[src/rtl/sram_access_arbiter_if.sv]
// sram_access_arbiter_if
//   Bundles the two requester ports (CPU MAR/MDR path and debug loader) and
//   the SRAM pin-side signals of the arbiter.
//   slave  : arbiter view (requests in, strobes/results out)
//   master : environment view (requesters, SRAM pins model)
//   Signals:
//     cpu_req/we/addr/wdata, dbg_req/we/addr/wdata : requests, held until done
//     cpu_rdata/cpu_done, dbg_rdata/dbg_done       : results and done pulses
//     busy                                         : arbiter not idle
//     CE/UB/LB/OE/WE                               : active-low SRAM strobes
//     ADDR, Data_out, Data_drive, Data_in          : SRAM address and data path
interface sram_access_arbiter_if;
  logic        cpu_req;
  logic        cpu_we;
  logic [15:0] cpu_addr;
  logic [15:0] cpu_wdata;
  logic [15:0] cpu_rdata;
  logic        cpu_done;
  logic        dbg_req;
  logic        dbg_we;
  logic [15:0] dbg_addr;
  logic [15:0] dbg_wdata;
  logic [15:0] dbg_rdata;
  logic        dbg_done;
  logic        busy;
  logic        CE;
  logic        UB;
  logic        LB;
  logic        OE;
  logic        WE;
  logic [19:0] ADDR;
  logic [15:0] Data_out;
  logic        Data_drive;
  logic [15:0] Data_in;

  modport slave (
    input  cpu_req, cpu_we, cpu_addr, cpu_wdata,
    input  dbg_req, dbg_we, dbg_addr, dbg_wdata,
    input  Data_in,
    output cpu_rdata, cpu_done, dbg_rdata, dbg_done, busy,
    output CE, UB, LB, OE, WE, ADDR, Data_out, Data_drive
  );

  modport master (
    output cpu_req, cpu_we, cpu_addr, cpu_wdata,
    output dbg_req, dbg_we, dbg_addr, dbg_wdata,
    output Data_in,
    input  cpu_rdata, cpu_done, dbg_rdata, dbg_done, busy,
    input  CE, UB, LB, OE, WE, ADDR, Data_out, Data_drive
  );
endinterface

[src/rtl/sram_access_arbiter.sv]
// sram_access_arbiter
//   Shares the single off-chip 16-bit SRAM between the LC-3 datapath and the
//   debug/front-panel loader. Requests are sampled only in IDLE; the winner's
//   address, direction and write data are latched, the strobes are held
//   active for WAIT_CYCLES cycles, read data is captured on the last ACCESS
//   edge, and a one-cycle done pulse is returned in DONE.
//   Ports:
//     Clk   : system clock, rising edge
//     Reset : asynchronous, active-high reset
//     bus   : requester and SRAM-side signals (sram_access_arbiter_if.slave)
//   Parameters:
//     WAIT_CYCLES : cycles the strobes stay active per access (1..15)
//     FIXED_PRIO  : 0 = round-robin on ties, 1 = CPU always wins ties
module sram_access_arbiter #(
  parameter int unsigned WAIT_CYCLES = 2,
  parameter bit          FIXED_PRIO  = 1'b0
) (
  input  logic                  Clk,
  input  logic                  Reset,
  sram_access_arbiter_if.slave  bus
);

  // busy is bit 0 of the state register, so it comes straight from a flop and
  // cannot glitch on any state transition.
  typedef enum logic [1:0] {
    IDLE   = 2'b00,
    ACCESS = 2'b01,
    DONE   = 2'b11
  } state_t;

  localparam logic       GNT_CPU   = 1'b0;
  localparam logic       GNT_DBG   = 1'b1;
  localparam logic [3:0] WAIT_INIT = 4'(WAIT_CYCLES);

  state_t      state, state_nx;
  logic [3:0]  cnt;
  logic [15:0] lat_addr;
  logic [15:0] lat_wdata;
  logic        lat_we;
  logic        lat_gnt;
  logic        last_grant;
  logic [15:0] cpu_rdata_q;
  logic [15:0] dbg_rdata_q;
  logic        any_req;
  logic        grant_dbg;
  logic        in_access;
  logic        last_access;

  assign any_req     = bus.cpu_req | bus.dbg_req;
  // DBG wins when it is alone, or on a tie under round-robin after a CPU grant.
  assign grant_dbg   = bus.dbg_req &
                       (~bus.cpu_req | (~FIXED_PRIO & (last_grant == GNT_CPU)));
  assign in_access   = (state == ACCESS);
  assign last_access = in_access & (cnt == 4'd1);

  // NOTE: sequential state uses non-blocking assignments so every flop samples
  // pre-edge values; blocking here would create order-dependent simulation.
  always_ff @(posedge Clk or posedge Reset) begin
    if (Reset) state <= IDLE;
    else       state <= state_nx;
  end

  // NOTE: state_nx gets a default before the case so no path leaves it
  // unassigned, which would otherwise infer a latch.
  always_comb begin
    state_nx = state;
    unique case (state)
      IDLE:    if (any_req)     state_nx = ACCESS;
      ACCESS:  if (last_access) state_nx = DONE;
      DONE:                     state_nx = IDLE;
      default:                  state_nx = IDLE;
    endcase
  end

  // NOTE: every datapath register is reset, including rdata, so a reset
  // mid-access leaves no stale address or data on the pins.
  always_ff @(posedge Clk or posedge Reset) begin
    if (Reset) begin
      cnt         <= '0;
      lat_addr    <= '0;
      lat_wdata   <= '0;
      lat_we      <= 1'b0;
      lat_gnt     <= GNT_CPU;
      last_grant  <= GNT_DBG;   // first tie goes to the CPU
      cpu_rdata_q <= '0;
      dbg_rdata_q <= '0;
    end else begin
      if (state == IDLE && any_req) begin
        lat_gnt    <= grant_dbg;
        last_grant <= grant_dbg;
        lat_addr   <= grant_dbg ? bus.dbg_addr  : bus.cpu_addr;
        lat_wdata  <= grant_dbg ? bus.dbg_wdata : bus.cpu_wdata;
        lat_we     <= grant_dbg ? bus.dbg_we    : bus.cpu_we;
        cnt        <= WAIT_INIT;
      end
      if (in_access) cnt <= cnt - 4'd1;
      if (last_access && !lat_we) begin
        if (lat_gnt == GNT_DBG) dbg_rdata_q <= bus.Data_in;
        else                    cpu_rdata_q <= bus.Data_in;
      end
    end
  end

  // Strobes decode from the state register, so an asynchronous reset drops
  // them in the same cycle.
  assign bus.CE         = ~in_access;
  assign bus.UB         = ~in_access;
  assign bus.LB         = ~in_access;
  assign bus.OE         = ~(in_access & ~lat_we);
  assign bus.WE         = ~(in_access &  lat_we);
  assign bus.Data_drive = in_access & lat_we;
  assign bus.Data_out   = lat_wdata;
  assign bus.ADDR       = {4'b0000, lat_addr};
  assign bus.busy       = state[0];
  assign bus.cpu_done   = (state == DONE) & (lat_gnt == GNT_CPU);
  assign bus.dbg_done   = (state == DONE) & (lat_gnt == GNT_DBG);
  assign bus.cpu_rdata  = cpu_rdata_q;
  assign bus.dbg_rdata  = dbg_rdata_q;

endmodule
[src/flat_wrapper.sv]
// flat-port wrapper written by rule: the top's interface ports become plain ports
module sram_access_arbiter_flat 
#(
  parameter int unsigned WAIT_CYCLES = 2,
  parameter bit          FIXED_PRIO  = 1'b0
)
  (Clk, Reset, bus_cpu_req, bus_cpu_we, bus_cpu_addr, bus_cpu_wdata, bus_dbg_req, bus_dbg_we, bus_dbg_addr, bus_dbg_wdata, bus_Data_in, bus_cpu_rdata, bus_cpu_done, bus_dbg_rdata, bus_dbg_done, bus_busy, bus_CE, bus_UB, bus_LB, bus_OE, bus_WE, bus_ADDR, bus_Data_out, bus_Data_drive);
  sram_access_arbiter_if bus_i ();
  input  logic Clk;
  input  logic Reset;
  input wire logic [$bits(bus_i.cpu_req)-1:0] bus_cpu_req;
  input wire logic [$bits(bus_i.cpu_we)-1:0] bus_cpu_we;
  input wire logic [$bits(bus_i.cpu_addr)-1:0] bus_cpu_addr;
  input wire logic [$bits(bus_i.cpu_wdata)-1:0] bus_cpu_wdata;
  input wire logic [$bits(bus_i.dbg_req)-1:0] bus_dbg_req;
  input wire logic [$bits(bus_i.dbg_we)-1:0] bus_dbg_we;
  input wire logic [$bits(bus_i.dbg_addr)-1:0] bus_dbg_addr;
  input wire logic [$bits(bus_i.dbg_wdata)-1:0] bus_dbg_wdata;
  input wire logic [$bits(bus_i.Data_in)-1:0] bus_Data_in;
  output wire logic [$bits(bus_i.cpu_rdata)-1:0] bus_cpu_rdata;
  output wire logic [$bits(bus_i.cpu_done)-1:0] bus_cpu_done;
  output wire logic [$bits(bus_i.dbg_rdata)-1:0] bus_dbg_rdata;
  output wire logic [$bits(bus_i.dbg_done)-1:0] bus_dbg_done;
  output wire logic [$bits(bus_i.busy)-1:0] bus_busy;
  output wire logic [$bits(bus_i.CE)-1:0] bus_CE;
  output wire logic [$bits(bus_i.UB)-1:0] bus_UB;
  output wire logic [$bits(bus_i.LB)-1:0] bus_LB;
  output wire logic [$bits(bus_i.OE)-1:0] bus_OE;
  output wire logic [$bits(bus_i.WE)-1:0] bus_WE;
  output wire logic [$bits(bus_i.ADDR)-1:0] bus_ADDR;
  output wire logic [$bits(bus_i.Data_out)-1:0] bus_Data_out;
  output wire logic [$bits(bus_i.Data_drive)-1:0] bus_Data_drive;
  assign bus_i.cpu_req = bus_cpu_req;
  assign bus_i.cpu_we = bus_cpu_we;
  assign bus_i.cpu_addr = bus_cpu_addr;
  assign bus_i.cpu_wdata = bus_cpu_wdata;
  assign bus_i.dbg_req = bus_dbg_req;
  assign bus_i.dbg_we = bus_dbg_we;
  assign bus_i.dbg_addr = bus_dbg_addr;
  assign bus_i.dbg_wdata = bus_dbg_wdata;
  assign bus_i.Data_in = bus_Data_in;
  assign bus_cpu_rdata = bus_i.cpu_rdata;
  assign bus_cpu_done = bus_i.cpu_done;
  assign bus_dbg_rdata = bus_i.dbg_rdata;
  assign bus_dbg_done = bus_i.dbg_done;
  assign bus_busy = bus_i.busy;
  assign bus_CE = bus_i.CE;
  assign bus_UB = bus_i.UB;
  assign bus_LB = bus_i.LB;
  assign bus_OE = bus_i.OE;
  assign bus_WE = bus_i.WE;
  assign bus_ADDR = bus_i.ADDR;
  assign bus_Data_out = bus_i.Data_out;
  assign bus_Data_drive = bus_i.Data_drive;
  sram_access_arbiter #(.WAIT_CYCLES(WAIT_CYCLES), .FIXED_PRIO(FIXED_PRIO)) u_core (.Clk(Clk), .Reset(Reset), .bus(bus_i));
endmodule
[config.mk]
export PLATFORM = sky130hd
export DESIGN_NAME = sram_access_arbiter_flat
export DESIGN_NICKNAME = d
export VERILOG_FILES = /design/src/rtl/sram_access_arbiter_if.sv /design/src/rtl/sram_access_arbiter.sv /design/src/flat_wrapper.sv
export SDC_FILE = /design/constraint.sdc
export NUM_CORES = 1
export LEC_CHECK = 0
export CORE_ASPECT_RATIO = 0.6
export CORE_MARGIN = 2
export CORE_UTILIZATION = 44
export CTS_CLUSTER_DIAMETER = 40
export DETAILED_ROUTE_END_ITERATION = 12
export PLACE_DENSITY = 0.95
export SYNTH_ARGS = -nofsm -noshare
export SYNTH_HDL_FRONTEND = slang
export SYNTH_SLANG_ARGS = --single-unit
[constraint.sdc]
create_clock -name Clk -period 6.05 [get_ports Clk]
set_clock_uncertainty 0.2 [all_clocks]
set_input_delay 1.5125 -clock Clk [delete_from_list [all_inputs] [get_ports Clk]]
set_output_delay 1.5125 -clock Clk [all_outputs]
set_load 0.02 [all_outputs]
Word level (Yosys, flattened, before mapping)
Index checks and enable logic that the tools add are counted.
{ "classes": {"n_mul": 0, "n_eq_ne": 5, "n_reduce_logical": 8, "n_shift": 0, "addsub": 1, "n_lt_le_gt_ge": 0, "n_bitwise": 15, "mux": 8, "div_mod_pow": 0} }
{ "ops": {"columns": ["operator", "count"], "rows": [
  ["16-bit two-way mux", 2],
  ["4-bit two-way mux", 2],
  ["1-bit NOT", 7],
  ["1-bit bitwise AND", 6],
  ["2-bit AND reduction", 3],
  ["4-bit by 1-bit equality test with 1-bit output, second input constant", 1],
  ["2-bit two-way mux", 2],
  ["2-bit one-hot mux with 2 select lines", 1],
  ["4-bit by 1-bit subtractor with 4-bit output, second input constant", 1],
  ["2-bit by 1-bit equality test with 1-bit output, second input constant", 1],
  ["2-bit equality test, second input constant", 1],
  ["1-bit logical AND", 2],
  ["2-bit logical NOT", 1],
  ["2-bit by 1-bit != test with 1-bit output, second input constant", 1],
  ["2-bit != test, second input constant", 1],
  ["1-bit bitwise OR", 2],
  ["2-bit nonzero test", 1],
  ["1-bit logical NOT", 1],
  ["1-bit two-way mux", 1]
]} }
{ "totals": {"out_inout_bits": 77, "wordCells": 46, "input_bits": 86, "ff_bits": 73, "ram_bits": 0, "latch_bits": 0, "mem_count": 0, "mem_bits_ro": 0} }

Logic depth before layout (Yosys ltp)
{ "depth": {"ltp_word": 4, "depth_mapped": 7, "mapped_depth_nobuf": 5} }

Least setup slack after synthesis
OpenSTA, ideal clock, no wires.
{ "synth_path": {"path_kind": "input port to flip-flop", "startpoint": "input bus_dbg_req", "endpoint": "register u_core.lat_wdata[15], in the netlist u_core.bus.Data_out[15]", "setup_ps": 141, "path_slack_ps": 3204, "path_buffers": 3, "arrival_time_ps": 2505, "cell_stages": 6, "cell_sequence": "or2_2 -> clkbuf_1 -> and2_1 -> clkbuf_1 -> clkbuf_1 -> a31oi_1"} }
{ "synth_via": {"elab_chain_len": 2, "word_cells_on_any_way": 4} }
{ "synth_lines": {"columns": ["item", "line_no", "source"], "rows": [
  ["from (decl)", "flat_wrapper.sv:15", "input wire logic [$bits(bus_i.dbg_req)-1:0] bus_dbg_req;"],
  ["1-bit bitwise AND or 1-bit bitwise OR (tied branches)", "sram_access_arbiter.sv:51, sram_access_arbiter.sv:49", null],
  ["16-bit two-way mux or 1-bit logical AND (tied branches)", "sram_access_arbiter.sv:92, sram_access_arbiter.sv:88", null],
  ["to (signal assigned)", "sram_access_arbiter.sv:92", "lat_wdata <= grant_dbg ? bus.dbg_wdata : bus.cpu_wdata;"],
  ["to (decl)", "sram_access_arbiter.sv:38", "logic [15:0] lat_wdata;"]
]} }
Parallel ways exist; a longest one is shown, timed or not.
A chain may end at the register's enable or synchronous reset.

Worst setup path in the final report
{ "layout_path": {"startpoint": "input bus_cpu_req", "endpoint": "register u_core.lat_addr[7]"} }
{ "layout_via": {"elab_chain_len": 4, "word_cells_on_any_way": 6} }
{ "layout_lines": {"columns": ["item", "line_no", "source"], "rows": [
  ["from (decl)", "flat_wrapper.sv:11", "input wire logic [$bits(bus_i.cpu_req)-1:0] bus_cpu_req;"],
  ["1-bit NOT", "sram_access_arbiter.sv:52", "(~bus.cpu_req | (~FIXED_PRIO & (last_grant == GNT_CPU)));"],
  ["1-bit bitwise OR", "sram_access_arbiter.sv:52", null],
  ["1-bit bitwise AND", "sram_access_arbiter.sv:51", "assign grant_dbg = bus.dbg_req &"],
  ["16-bit two-way mux", "sram_access_arbiter.sv:91", "lat_addr <= grant_dbg ? bus.dbg_addr : bus.cpu_addr;"],
  ["to (signal assigned)", "sram_access_arbiter.sv:91", null],
  ["to (decl)", "sram_access_arbiter.sv:37", "logic [15:0] lat_addr;"]
]} }
Parallel ways exist; a longest one is shown, timed or not.

==> run metrics <==
clock buffer depth 2; # hold bufs at CTS 0; antenna violations before repair 0; total wire length after detailed routing 8.93 mm; largest net degree at the start of global routing 38; Mapped Avg Cell Area 10.8 um2; post-CTS setup buffer count 0; critical path fanouts, max 35; vias 2849; cell taking the most area after synthesis dfrtp_1; Worst Setup Path Type input port to flip-flop; crit end category flip-flop; Remaining DRCs 0; vias in the first global route between 2000 and 3000; Highest Clock Rate 250 MHz; Worst EP arrival 3.91 ns; total global routing track utilization about 22%; top_reg_cell synth dfrtp_1; Fill cells between 500 and 600; RePlAce Congestion 0.786; residual overflow from global routing 0; clk root buf clkbuf_16; number of port buffers 158; core area between 7000 and 8000 um2; CTS tree done; endpoints failing hold 0; Slew Viols, Final 0; CTS clk-pin slew, worst paths about 0.060 ns; cell count of the worst hold path 1; Die X 116 um; area grow syn2layout 57.6%; post-CTS resize count 0; CP Data Required Time about 6 ns; synthesized area roughly 3300 um2; final worst-path cycle share 66.0%; DP HPWL 6.63 mm; # rows 24; Synth cell types 29; Relative slew margins 19.3%; die area about 8000 um2; 1st-iter DRT viols 143; share of the synthesized area in the top cell type 54.8%; largest cells by area after synthesis dfrtp_1 55%, mux2_4 9.1%, nand2_1 8.0%; Pwr Density 560 nW/um2; #FFs+latches synth 73; asr flop ratio synth 100%; worst skew pair latency a little over 0.3 ns; ant diodes 0; area of the multi-input gates 1280 um2; minimum clock period ~4.0 ns; endpoints failing setup 0; Post-Syn Instances 305; RSZ-0062 raised after global routing false; Sequential Area 1830 um2; FF-to-FF path depth 5; EDFF count, synth 0; DR vias/cell 5.08; synth warn 0; share of layout cells above drive strength 1 ~12%; drt pass-1 iters 4; Post-Route Setup TNS 0 ns; max cap viols 0; TritonCTS Sinks 73; CTS buffer count 9; run status finished clean; num ports 163; CTS H-tree lvls 3; worst hold path class flip-flop to flip-flop; peak supply drop 0.206 mV; CP startpoint kind input port; Pleak between 2 and 2.5 nW; first-pass GRT wire length 14.3 mm; sequential area share after synthesis 55.6%; measured slew at the worst slew-check pin ~1.2 ns; starting density of the core 45.3%; Hold Worst Slack roughly 0.31 ns; ANT nets after route 0; die span in y slightly above 70 um; Avg WL per Cell 15.9 um; Final nets 540
cells by family after synthesis:
kind of cell,Yosys count,share of synthesized area (%)
other,1,0.114
muxes,32,13.2
AOI/OAI and AO/OA,75,13.0
and+or+nand+nor,86,10.7
buffers and inverters,34,6.01
DFF,73,55.6
xor gates and xnor gates,2,0.533
adders and majority gates,2,0.761
Yosys cell counts, drive strengths merged (2+ instances only):
master,count
dfrtp,72
a21oi,34
inv,6
buf,10
o21ai,4
nor3,2
nor2,6
a31oi,34
mux2,32
or4,2
nand2,70
ha,2
clkbuf,18
area by class of cell:
class | count | share of cell area, %
clock buffer | 10 | 4.42
clock inverter | 6 | 1.74
inverter | 6 | 0.434
multi-input combinational | 201 | 24.7
sequential | 73 | 35.3
tap | 104 | 2.51
timing repair buffer | 161 | 30.9
power by group:
group          internal (mW)  switching (mW)  total [mW]
sequential             0.745           0.166       0.911
combinational          0.728           0.708        1.44
clock                  0.362           0.192       0.554
total                   1.84            1.07        2.90
path summary, 6_finish.rpt:
check                                                    startpoint  slack, ns                                   end
worst max-delay path                                    bus_cpu_req       2.06        u_core.lat_addr[7]$_DFFE_PP0P_
worst min-delay path            u_core.bus.dbg_rdata[6]$_DFFE_PP0P_       0.31   u_core.bus.dbg_rdata[6]$_DFFE_PP0P_
worst max register to register            u_core.cnt[1]$_DFFE_PP0P_       3.37  u_core.bus.dbg_rdata[14]$_DFFE_PP0P_
worst min register to register  u_core.bus.dbg_rdata[6]$_DFFE_PP0P_       0.31   u_core.bus.dbg_rdata[6]$_DFFE_PP0P_
max in group asynchronous                                     Reset       3.23         u_core.last_grant$_DFFE_PP1P_
min in group asynchronous                                     Reset       1.45  u_core.bus.dbg_rdata[13]$_DFFE_PP0P_
worst max-delay path: stages:
cell and delay, ns:
clkdlybuf4s50_1 0.56, or2_2 0.58, and2_1 1.03, a31oi_1 0.21
cells in the final DEF (no fill, tap or decap), drive strengths merged, types with 2 or more instances in the layout:
master and n:
conb 4, nor3 2, ha 2, o21ai 4, nand2 70, a21oi 34
or4 2, inv 7, clkinv 2, clkdlybuf4s50 158, nor2 6, bufinv 2
a31oi 34, clkbuf 10, dfrtp 72, buf 3, mux2 32
routing by layer:
metal,wire (um),vias up,global-route usage (%)
met2,4260,140,38.3
met5,0,-,0
met4,108,0,5.69
met3,859,12,8.23
met1,3700,1361,27.4
li1,-,1336,-
metrics by stage:
| stage | worst slack [ns] | power [mW] | utilization, % | instance area [um2] | instances |
|---|---|---|---|---|---|
| global placement | 1.89 | 2.30 | 67.0 | 4870 | 545 |
| detailed placement | 1.73 | 2.36 | 67.0 | 4870 | 545 |
| CTS | 2.06 | 2.92 | 71.3 | 5180 | 561 |
| floorplan | 2.49 | 1.67 | - | 3300 | 308 |
| global route | 1.80 | 3.07 | 71.3 | 5180 | 561 |
| finish | 2.06 | 2.90 | 71.3 | 5180 | 561 |
flip-flops by register name, summed over array words and instances, names as in the netlist:
signal / cells
u_core.lat_we: 1
u_core.state: 2
u_core.last_grant: 1
u_core.bus.cpu_rdata: 16
u_core.bus.dbg_rdata: 16
u_core.bus.Data_out: 16
u_core.cnt: 4
u_core.lat_addr: 16
u_core.lat_gnt: 1
Power figures use the tool's default switching activity.
